**src/rtl/i2c_reg_controller.sv**
```systemverilog
// Sequences an I2C byte master through complete single-byte register write/read transactions.
// Optional per-byte watchdog is built when I2C_REG_CTRL_TIMEOUT_EN is defined.
module i2c_reg_controller #(
    parameter int ADDR_WIDTH     = 8,
    parameter int TIMEOUT_CYCLES = 65535
) (
    input  logic                  clk_in,
    input  logic                  reset_n,
    input  logic                  cmd_valid,
    output logic                  cmd_ready,
    input  logic                  cmd_read,
    input  logic [6:0]            cmd_dev_addr,
    input  logic [ADDR_WIDTH-1:0] cmd_reg_addr,
    input  logic [7:0]            cmd_wdata,
    output logic                  rsp_valid,
    output logic [7:0]            rsp_rdata,
    output logic                  rsp_nack,
    output logic                  rsp_err,
    output logic                  mode,
    output logic                  transfer_start,
    output logic                  transfer_continue,
    output logic [7:0]            data_tx,
    input  logic                  transfer_ready,
    input  logic                  interrupt,
    input  logic                  transaction_complete,
    input  logic                  ack,
    input  logic                  start_err,
    input  logic                  arbitration_err,
    input  logic [7:0]            data_rx
);

    if (ADDR_WIDTH != 8) begin : g_bad_addr_width
        $error("i2c_reg_controller: only ADDR_WIDTH = 8 is supported");
    end
    if (TIMEOUT_CYCLES < 1 || TIMEOUT_CYCLES > 65535) begin : g_bad_timeout
        $error("i2c_reg_controller: TIMEOUT_CYCLES must fit the 16-bit watchdog");
    end

    typedef enum logic [3:0] {
        IDLE, WAIT_READY, ADDR_W, REG, WDATA, ADDR_R, RDATA, STOP, RESP
    } state_t;

    state_t state, state_d;

    logic                  rd_q;
    logic [6:0]            dev_q;
    logic [ADDR_WIDTH-1:0] reg_q;
    logic [7:0]            wdata_q;

    logic       mode_d, start_d, cont_d, nack_d, err_d;
    logic [7:0] data_tx_d, rdata_d;
    logic       timeout, abort;

`ifdef I2C_REG_CTRL_TIMEOUT_EN
    logic [15:0] wd_cnt;

    // Reloads on every state change so the budget applies to each master byte separately.
    always_ff @(posedge clk_in or negedge reset_n) begin
        if (!reset_n)                              wd_cnt <= '0;
        else if (state_d != state || state == IDLE) wd_cnt <= '0;
        else                                       wd_cnt <= wd_cnt + 16'd1;
    end

    assign timeout = (state != IDLE) && (wd_cnt == 16'(TIMEOUT_CYCLES));
`else
    assign timeout = 1'b0;
`endif

    // The master has already lost or released the bus, so errors skip the STOP wait.
    assign abort     = (state != IDLE) && (state != RESP) &&
                       (start_err || arbitration_err || timeout);
    assign cmd_ready = (state == IDLE);
    assign rsp_valid = (state == RESP);

    // NOTE: command fields are pure data loaded before every use, so they carry no reset.
    always_ff @(posedge clk_in) begin
        if (state == IDLE && cmd_valid) begin
            rd_q    <= cmd_read;
            dev_q   <= cmd_dev_addr;
            reg_q   <= cmd_reg_addr;
            wdata_q <= cmd_wdata;
        end
    end

    // NOTE: sequential state is updated with non-blocking assignments only.
    always_ff @(posedge clk_in or negedge reset_n) begin
        if (!reset_n) begin
            state             <= IDLE;
            mode              <= 1'b0;
            transfer_start    <= 1'b0;
            transfer_continue <= 1'b0;
            data_tx           <= '0;
            rsp_rdata         <= '0;
            rsp_nack          <= 1'b0;
            rsp_err           <= 1'b0;
        end else begin
            state             <= state_d;
            mode              <= mode_d;
            transfer_start    <= start_d;
            transfer_continue <= cont_d;
            data_tx           <= data_tx_d;
            rsp_rdata         <= rdata_d;
            rsp_nack          <= nack_d;
            rsp_err           <= err_d;
        end
    end

    always_comb begin
        state_d = state;
        if (abort) begin
            state_d = RESP;
        end else begin
            unique case (state)
                IDLE:       if (cmd_valid)            state_d = WAIT_READY;
                WAIT_READY: if (transfer_ready)       state_d = ADDR_W;
                ADDR_W:     if (interrupt)            state_d = ack ? REG : STOP;
                REG:        if (interrupt)            state_d = !ack ? STOP : (rd_q ? ADDR_R : WDATA);
                WDATA:      if (interrupt)            state_d = STOP;
                ADDR_R:     if (interrupt)            state_d = ack ? RDATA : STOP;
                RDATA:      if (interrupt)            state_d = STOP;
                STOP:       if (transaction_complete) state_d = RESP;
                RESP:                                 state_d = IDLE;
                default:                              state_d = IDLE;
            endcase
        end
    end

    // NOTE: every *_d holds its register value by default, so no latch is inferred.
    always_comb begin
        mode_d    = mode;
        start_d   = transfer_start;
        cont_d    = transfer_continue;
        data_tx_d = data_tx;
        rdata_d   = rsp_rdata;
        nack_d    = rsp_nack;
        err_d     = rsp_err;
        if (abort) begin
            err_d   = 1'b1;
            start_d = 1'b0;
            cont_d  = 1'b0;
            mode_d  = 1'b0;
        end else if (state == IDLE) begin
            if (cmd_valid) begin
                rdata_d = '0;
                nack_d  = 1'b0;
                err_d   = 1'b0;
            end
        end else if (state == WAIT_READY) begin
            if (transfer_ready) begin
                start_d   = 1'b1;
                cont_d    = 1'b0;
                mode_d    = 1'b0;
                data_tx_d = {dev_q, 1'b0};
            end
        end else if (interrupt && state inside {ADDR_W, REG, WDATA, ADDR_R, RDATA}) begin
            start_d = 1'b0;
            cont_d  = 1'b0;
            mode_d  = 1'b0;
            if (!ack && state inside {ADDR_W, REG, ADDR_R}) begin
                nack_d = 1'b1;
            end else begin
                unique case (state)
                    ADDR_W: begin
                        data_tx_d = reg_q;
                        cont_d    = 1'b1;
                    end
                    REG: begin
                        cont_d    = 1'b1;
                        start_d   = rd_q;
                        data_tx_d = rd_q ? {dev_q, 1'b1} : wdata_q;
                    end
                    WDATA:   nack_d  = ~ack;
                    ADDR_R:  mode_d  = 1'b1;
                    RDATA:   rdata_d = data_rx;
                    default: ;
                endcase
            end
        end
    end

endmodule

```
**config.mk**
```make
export PLATFORM = sky130hd
export DESIGN_NAME = i2c_reg_controller
export DESIGN_NICKNAME = d
export VERILOG_FILES = /design/src/rtl/i2c_reg_controller.sv
export SDC_FILE = /design/constraint.sdc
export NUM_CORES = 1
export LEC_CHECK = 0
export CAP_MARGIN = 40
export CORE_UTILIZATION = 47
export DETAILED_ROUTE_END_ITERATION = 6
export GPL_ROUTABILITY_DRIVEN = 0
export PLACE_DENSITY_LB_ADDON = 0.12
export SLEW_MARGIN = 15
export SYNTH_ARGS = -nofsm -noshare
export SYNTH_HDL_FRONTEND = slang
export SYNTH_SLANG_ARGS = --single-unit
```
**constraint.sdc**
```tcl
create_clock -name clk_in -period 2.7 [get_ports clk_in]
set_clock_uncertainty 0.2 [all_clocks]
set_input_delay 0.27 -clock clk_in [delete_from_list [all_inputs] [get_ports clk_in]]
set_output_delay 0.27 -clock clk_in [all_outputs]
set_load 0.01 [all_outputs]
```
==> key figures, run 1 <==
Critical path
  – Worst setup SP type: flop
  – Critical path type: reg -> out
  – Critical path arrival: 2.07 ns
  – CP Max Fanout: 21
  – Worst setup EP type: output port
  – CP Data Required Time: 2.23 ns
  – Flop-to-flop setup slack: 0.44 ns

Layout
  – Commonest non-fill, non-tap cell in the layout: clkdlybuf4s50_1
  – Layout Cells excl Fill: 301
  – Post-Layout Inst Area: 2970 µm²
  – Number of diodes: 0
  – Share of cells above drive strength 1: 0.133
  – Final nets: 289
  – Syn-to-layout area delta: 34.3%
  – Most frequent cells in the layout: clkdlybuf4s50_1, dfrtp_1, edfxtp_1

Power and ir drop
  – Pint: 1.84 mW
  – Clk pwr share: 0.149
  – Leakage: 1.19 nW
  – Switching power: 0.937 mW
  – Total power: 2.78 mW
  – Register share of total power: 0.424
  – Comb power frac: 0.427
  – Peak supply drop: 0.000495 V
  – Switch share: 0.338
  – Power Density: 935 nW/µm²

Timing
  – Tcrit/Tclk final: 0.940
  – Pins Over Slew Limit: 0
  – RSZ-0062 raised after global routing: false
  – Worst-Margin Slew: 0.521 ns
  – Relative slew slack: 0.653
  – Minimum clock period: 2.54 ns
  – TNS Setup: 0 ns
  – Fin Hold WS: 0.139 ns
  – Final Hold Viols: 0
  – Final setup vio count: 0
  – Max Clk Rate: 394 MHz

Floorplanning
  – Die Span X: 70.6 µm
  – # IOs: 64
  – Core area: 4440 µm²
  – Die area: 4990 µm²
  – Rows: 24
  – DIE HEIGHT: 70.6 µm
  – Starting Density: 0.498

Yosys
  – Synth unique cells: 36
  – Synth area leader: edfxtp_1
  – Synthesized flop and latch total: 49
  – Dominant cells by area after synthesis: edfxtp_1, dfrtp_1, mux2_2, mux2i_1, o21ai_0
  – Syn Inst Count: 183
  – Sequential area share after synthesis: 0.609
  – Post-Syn Area: 2210 µm²
  – Mean Syn Cell Area: 12.1 µm²
  – Synth Net Count: 224
  – Yosys top cell area share: 0.326
  – Ys Warns: 0

Global routing
  – Largest net degree at the start of global routing: 26
  – Vias in the first global route: 1484
  – Tot GR Track Use: 0.182
  – First-pass GRT wire length: 6980 µm
  – GR Overflow Total: 0
  – Initial antenna violation count: 0

Placed design
  – DP Cell Count: 293
  – Detailed Place HPWL: 3190 µm
  – Placed standard-cell area: 2890 µm²
  – Port-buffer cells: 63

Routing
  – Routed met3 length: 226 µm
  – Met2 wire len: 2280 µm
  – Via density: 5.32
  – WL/cell: 14.5 µm
  – Wl on met1: 1830 µm
  – Post-route antenna net violation count: 0
  – Initial detailed-routing violation count: 167
  – Detailed-route via count: 1602
  – First-pass DRT Iterations: 6
  – # DRC: 12
  – Routed WL: 4380 µm
  – Top sig layer: met4

Clock tree
  – H-tree depth: 2
  – Clock Tree Buf Depth: 2
  – TritonCTS clock tree: built
  – PostCTS Resize Cnt: 0
  – Hold buffers post-CTS: 0
  – TritonCTS Buffers: 5
  – Sink Count: 49
  – CTS root buf: clkbuf_8
  – # Post-CTS Setup Buffers: 0
  – Clock Latency Late Sink: 0.29 ns
  – CTS clock-pin slew for the worst setup and hold paths: 0.09 ns

Outcome
  – Outcome: complete, but fails checks
  – Failing checks: design-rule violations

Min path
  – HP Class: in -> async

Run
  – Max-cap violations: 0
cell usage after synthesis:
master,n
dfrtp_1,25
edfxtp_1,24
o21ai_0,18
nand2_1,14
inv_1,12
nand3_1,11
mux2_2,9
mux2i_1,9
nor2_1,8
nand2b_1,7
a21oi_1,4
buf_2,3
buf_4,3
clkbuf_1,3
or2_2,3
or3b_2,3
a21o_1,2
a31oi_1,2
buf_6,2
nor2b_1,2
nor3_1,2
nor3b_1,2
o221ai_1,2
a2111o_1,1
a2111oi_4,1
a311oi_1,1
a31o_2,1
and3_1,1
and4_1,1
buf_1,1
nand4bb_1,1
nor4_1,1
o22a_1,1
o32a_1,1
o32ai_2,1
or3b_4,1
state kept, by name (all words and copies together), names as in the netlist:
name,flops
data_tx,8
dev_q,7
mode,1
rd_q,1
reg_q,8
rsp_err,1
rsp_nack,1
rsp_rdata,8
state,4
transfer_continue,1
transfer_start,1
wdata_q,8
kinds of logic after synthesis:
logic type      count (synthesis)  share of synthesized area
mux                            18                     0.0865
compound gates                 35                      0.111
buf+inv                        24                     0.0543
flops                          49                      0.609
simple gates                   57                      0.139
through the flow:
| stage | worst slack, ns | util |
|---|---|---|
| floorplan | 0.327 | - |
| global placement | 0.438 | 0.649 |
| detailed placement | 0.334 | 0.649 |
| CTS | 0.145 | 0.669 |
| global route | 0.00404 | 0.669 |
| finish | 0.161 | 0.669 |
area by class of cell:
cell class	count	area [µm²]
clock buffer	6	72.6
tap	52	65.1
timing repair buffer	70	683
multi-input combinational	110	746
sequential	49	1350
inverter	12	45.0
fill	338	1470
clock inverter	2	13.8
critical path: stages, from the launching register on:
cell             delay, ns
dfrtp_1               0.58
or2_2                 0.38
nand2b_1              0.17
inv_1                 0.11
clkdlybuf4s50_1       0.54
power groups by stage:
stage	clock network, mW	logic (mW)	registers [mW]
5_1_grt	0.465	1.29	1.21
3_3_place_gp	0	1.16	1.19
3_5_place_dp	0	1.20	1.20
4_1_cts	0.429	1.20	1.18
2_1_floorplan	0	0.644	1.23
6_report	0.413	1.19	1.18
worst paths after layout:
check,start,endpoint,depth (start not counted)
min in group clk_in,rsp_err$_DFFE_PN0P_,rsp_err$_DFFE_PN0P_,1
max in group asynchronous,reset_n,data_tx[1]$_DFFE_PN0P_,2
worst max register to register,state[2]$_DFFE_PN0P_,rsp_nack$_DFFE_PN0P_,4
worst min-delay path,reset_n,state[2]$_DFFE_PN0P_,2
worst max-delay path,state[2]$_DFFE_PN0P_,cmd_ready,4
worst min register to register,rsp_err$_DFFE_PN0P_,rsp_err$_DFFE_PN0P_,1
layer usage:
layer | GRT usage | vias up
met2 | 0.324 | 60
met4 | 0.0467 | 0
met1 | 0.221 | 756
li1 | - | 782
met5 | 0 | -
met3 | 0.0470 | 4
No activity file was read; power rests on OpenSTA's default activity.
==> run 2, diff against run 1 <==
- GPL_ROUTABILITY_DRIVEN: 0 -> unset
==> key figures, run 2 (same netlist as run 1, synthesis figures left out) <==
Power and ir drop
  – Comb power frac: 0.426
  – Register share of total power: 0.426
  – Switch share: 0.337
  – Leakage: 1.19 nW
  – Switching power: 0.935 mW
  – Pint: 1.84 mW
  – Power Density: 934 nW/µm²
  – Clk pwr share: 0.148
  – Peak supply drop: 0.000424 V
  – Total power: 2.77 mW

Layout
  – Share of cells above drive strength 1: 0.129
  – Final nets: 289
  – Register area: 1350 µm²
  – Syn-to-layout area delta: 34.2%
  – Most frequent cells in the layout: clkdlybuf4s50_1, dfrtp_1, edfxtp_1
  – Commonest non-fill, non-tap cell in the layout: clkdlybuf4s50_1
  – Layout filler cell count: 342
  – Number of diodes: 0
  – Finished Core Util: 0.668
  – Multi-input logic area: 746 µm²

Clock tree
  – CTS clock-pin slew for the worst setup and hold paths: 0.08 ns
  – Sink Count: 49
  – Hold buffers post-CTS: 0
  – CTS root buf: clkbuf_8
  – Clock Latency Late Sink: 0.30 ns
  – PostCTS Resize Cnt: 0
  – Clock Tree Buf Depth: 2
  – # Post-CTS Setup Buffers: 0
  – TritonCTS clock tree: built
  – H-tree depth: 2
  – TritonCTS Buffers: 5

Placed design
  – Port-buffer cells: 63
  – Gp weighted congestion: 0.854
  – Detailed Place HPWL: 3170 µm

Floorplanning
  – Core area: 4440 µm²
  – Rows: 24
  – Die Span X: 70.6 µm
  – # IOs: 64
  – DIE HEIGHT: 70.6 µm
  – Die area: 4990 µm²
  – Starting Density: 0.498

Global routing
  – Largest net degree at the start of global routing: 26
  – Tot GR Track Use: 0.192
  – Vias in the first global route: 1526
  – GR Overflow Total: 0
  – First-pass GRT wire length: 7210 µm
  – Initial antenna violation count: 0

Routing
  – # DRC: 12
  – Routed WL: 4450 µm
  – Via density: 5.32
  – Initial detailed-routing violation count: 252
  – WL/cell: 14.8 µm
  – Post-route antenna net violation count: 0
  – First-pass DRT Iterations: 7
  – Detailed-route via count: 1602

Critical path
  – Worst setup SP type: flop
  – CP Launch Point: state[2]$_DFFE_PN0P_
  – FF-to-FF Start: state[2]$_DFFE_PN0P_
  – Critical path arrival: 2.09 ns
  – Worst setup EP type: output port
  – CP Data Required Time: 2.23 ns
  – Critical path type: reg -> out
  – Worst r2r dst: rsp_nack$_DFFE_PN0P_
  – CP Max Fanout: 21
  – R2R cell count: 4
  – Flop-to-flop setup slack: 0.42 ns

Timing
  – Worst-Margin Slew: 0.544 ns
  – Max Clk Rate: 390 MHz
  – Pins Over Slew Limit: 0
  – Final setup vio count: 0
  – TNS Setup: 0 ns
  – Relative slew slack: 0.637
  – Tcrit/Tclk final: 0.949
  – RSZ-0062 raised after global routing: false
  – Minimum clock period: 2.56 ns
  – Final Hold Viols: 0

Run
  – Max-cap violations: 0

Outcome
  – Failing checks: design-rule violations
  – Outcome: complete, but fails checks

Min path
  – HP Class: in -> async
==> run 2: cell count changes in the layout (fill, tap and decap cells not counted) <==
cell        delta
inv_6          -1
clkbuf_1       +1
clkinv_2       -1
clkinvlp_4     +1
==> run 2: how the worst max path moves through the flow <==
stage	endpoint	slack, ns
2_1_floorplan	dev_q[0]$_DFFE_PP_	0.33
3_3_place_gp	rsp_rdata[4]$_DFFE_PN0P_	0.44
3_5_place_dp	rsp_rdata[3]$_DFFE_PN0P_	0.34
4_1_cts	cmd_ready	0.13
5_1_grt	cmd_ready	0.03
6_report	cmd_ready	0.14
==> run 2: area by class of cell <==
type,count,share of cell area
Multi-Input combinational cell,110,0.251
Timing Repair Buffer,70,0.230
Tap cell,52,0.0219
Sequential cell,49,0.453
Clock buffer,7,0.0257
Inverter,12,0.0152
Clock inverter,1,0.00253
==> run 2: critical path: stages, from the launching register on <==
cell	delay [ns]
dfrtp_1	0.58
or2_2	0.39
nand2b_1	0.17
inv_1	0.12
clkdlybuf4s50_1	0.54
==> run 2: through the flow <==
| step | worst slack (ns) | hold slack, ns | std cells | cell area (µm²) |
|---|---|---|---|---|
| after floorplan | 0.327 | -0.226 | 183 | 2210 |
| after global placement | 0.443 | 0.268 | 293 | 2890 |
| after detailed placement | 0.340 | 0.272 | 293 | 2890 |
| after CTS | 0.133 | 0.136 | 301 | 2970 |
| after global routing | 0.0318 | 0.163 | 301 | 2970 |
| final | 0.137 | 0.139 | 301 | 2970 |
==> run 2: power by group through the flow <==
stage | Combinational [mW] | Sequential (mW) | Clock [mW]
finish | 1.18 | 1.18 | 0.412
global route | 1.29 | 1.21 | 0.462
CTS | 1.19 | 1.18 | 0.432
detailed placement | 1.19 | 1.20 | 0
global placement | 1.16 | 1.19 | 0
floorplan | 0.644 | 1.23 | 0
==> run 2: per-layer routing <==
metal | wire, µm | part of all wire | GRT usage | vias to the layer above
met2 | 2340 | 0.53 | 0.335 | 56
met1 | 1790 | 0.40 | 0.234 | 761
met5 | 0 | 0 | 0 | -
met4 | 71 | 0.016 | 0.0733 | 0
li1 | - | - | - | 779
met3 | 243 | 0.055 | 0.0442 | 6
==> run 3, diff against run 2 <==
- ABC_CLOCK_PERIOD_IN_PS: unset -> 2700
- PLACE_DENSITY_LB_ADDON: 0.12 -> 0.25
==> key figures, run 3 (same netlist as run 1, synthesis figures left out) <==
Outcome
  – Outcome: complete, but fails checks
  – Failing checks: design-rule violations

Layout
  – Layout Cells excl Fill: 302
  – Finished Core Util: 0.676
  – Final nets: 290
  – Post-Layout Inst Area: 3000 µm²
  – Share of cells above drive strength 1: 0.136
  – Layout filler cell count: 360
  – Commonest non-fill, non-tap cell in the layout: clkdlybuf4s50_1
  – Syn-to-layout area delta: 35.8%
  – Number of diodes: 0
  – Most frequent cells in the layout: clkdlybuf4s50_1, dfrtp_1, edfxtp_1

Critical path
  – Critical path arrival: 1.98 ns
  – CP Data Required Time: 2.23 ns
  – R2R cell count: 4
  – Worst setup EP type: output port
  – CP Max Fanout: 13
  – Critical path type: reg -> out
  – Worst setup SP type: flop

Global routing
  – Initial antenna violation count: 0
  – GR Overflow Total: 0
  – Vias in the first global route: 1556
  – Tot GR Track Use: 0.188
  – Largest net degree at the start of global routing: 26
  – First-pass GRT wire length: 7330 µm

Power and ir drop
  – Power Density: 955 nW/µm²
  – Comb power frac: 0.413
  – Clk pwr share: 0.178
  – Register share of total power: 0.409
  – Leakage: 1.21 nW
  – Peak supply drop: 0.000495 V
  – Total power: 2.87 mW
  – Switching power: 0.933 mW
  – Pint: 1.94 mW
  – Switch share: 0.325

Floorplanning
  – # IOs: 64
  – Die Span X: 70.6 µm
  – Rows: 24
  – DIE HEIGHT: 70.6 µm
  – Starting Density: 0.498
  – Die area: 4990 µm²
  – Core area: 4440 µm²

Timing
  – Final Hold Viols: 0
  – Slack of the critical path: 0.248 ns
  – Fin Hold WS: 0.134 ns
  – Pins Over Slew Limit: 0
  – Worst-Margin Slew: 0.446 ns
  – Final setup vio count: 0
  – Tcrit/Tclk final: 0.908
  – Max Clk Rate: 408 MHz
  – Relative slew slack: 0.703
  – RSZ-0062 raised after global routing: false
  – TNS Setup: 0 ns
  – Minimum clock period: 2.45 ns

Clock tree
  – Clock Latency Late Sink: 0.29 ns
  – TritonCTS clock tree: built
  – Hold buffers post-CTS: 0
  – TritonCTS Buffers: 5
  – CTS clock-pin slew for the worst setup and hold paths: 0.09 ns
  – Sink Count: 49
  – H-tree depth: 2
  – CTS root buf: clkbuf_8
  – Clock Tree Buf Depth: 2
  – # Post-CTS Setup Buffers: 0
  – PostCTS Resize Cnt: 0

Placed design
  – Port-buffer cells: 63
  – Place WS: 0.420 ns
  – Placed standard-cell area: 2890 µm²
  – Detailed Place HPWL: 3030 µm
  – DP Cell Count: 294
  – Gp weighted congestion: 0.807

Min path
  – HP Class: in -> async

Routing
  – Via density: 5.28
  – Post-route antenna net violation count: 0
  – Detailed-route via count: 1594
  – Initial detailed-routing violation count: 105
  – # DRC: 12
  – First-pass DRT Iterations: 6
  – Routed WL: 4260 µm
  – WL/cell: 14.1 µm

Run
  – Max-cap violations: 0
run 3: cell count changes in the layout (fill, tap and decap cells not counted), sizes merged:
cell | before | now
clkbuf | 7 | 6
clkinv | 0 | 1
bufinv | 0 | 1
clkinvlp | 1 | 0
buf | 7 | 8
run 3: area by class of cell:
class,instances,area [µm²],area share
flip-flops and latches,49,1350,0.448
multi-input cells,110,746,0.248
repair buffers,71,691,0.230
clock buffers,6,72.6,0.0242
well taps,52,65.1,0.0217
inverters,12,45.0,0.0150
clock inverters,2,38.8,0.0129
run 3: power by group through the flow:
stage	Clock (mW)	Sequential, mW	Combinational (mW)
after floorplan	0	1.23	0.644
after global routing	0.558	1.20	1.31
after detailed placement	0	1.19	1.19
after global placement	0	1.18	1.17
final	0.510	1.17	1.19
after CTS	0.523	1.17	1.20
run 3: worst paths after layout:
path                       slack [ns]                endpoint                  from
max reg2reg                      0.46    rsp_nack$_DFFE_PN0P_  state[2]$_DFFE_PN0P_
max                              0.25               cmd_ready  state[2]$_DFFE_PN0P_
max in group asynchronous        1.91  data_tx[1]$_DFFE_PN0P_               reset_n
min reg2reg                      0.29     rsp_err$_DFFE_PN0P_   rsp_err$_DFFE_PN0P_
min                              0.13    state[2]$_DFFE_PN0P_               reset_n
min in group clk_in              0.29     rsp_err$_DFFE_PN0P_   rsp_err$_DFFE_PN0P_
run 3: per-layer routing:
| layer | wire length [µm] | vias up | GRT usage |
|---|---|---|---|
| li1 | - | 784 | - |
| met1 | 1980 | 753 | 0.252 |
| met2 | 2000 | 53 | 0.315 |
| met3 | 241 | 4 | 0.0399 |
| met4 | 38 | 0 | 0.0533 |
| met5 | 0 | - | 0 |
run 3: critical path, stage by stage (launching register included):
cell	delay (ns)
dfrtp_1	0.52
or2_2	0.36
nand2b_1	0.16
inv_1	0.11
clkdlybuf4s50_1	0.54
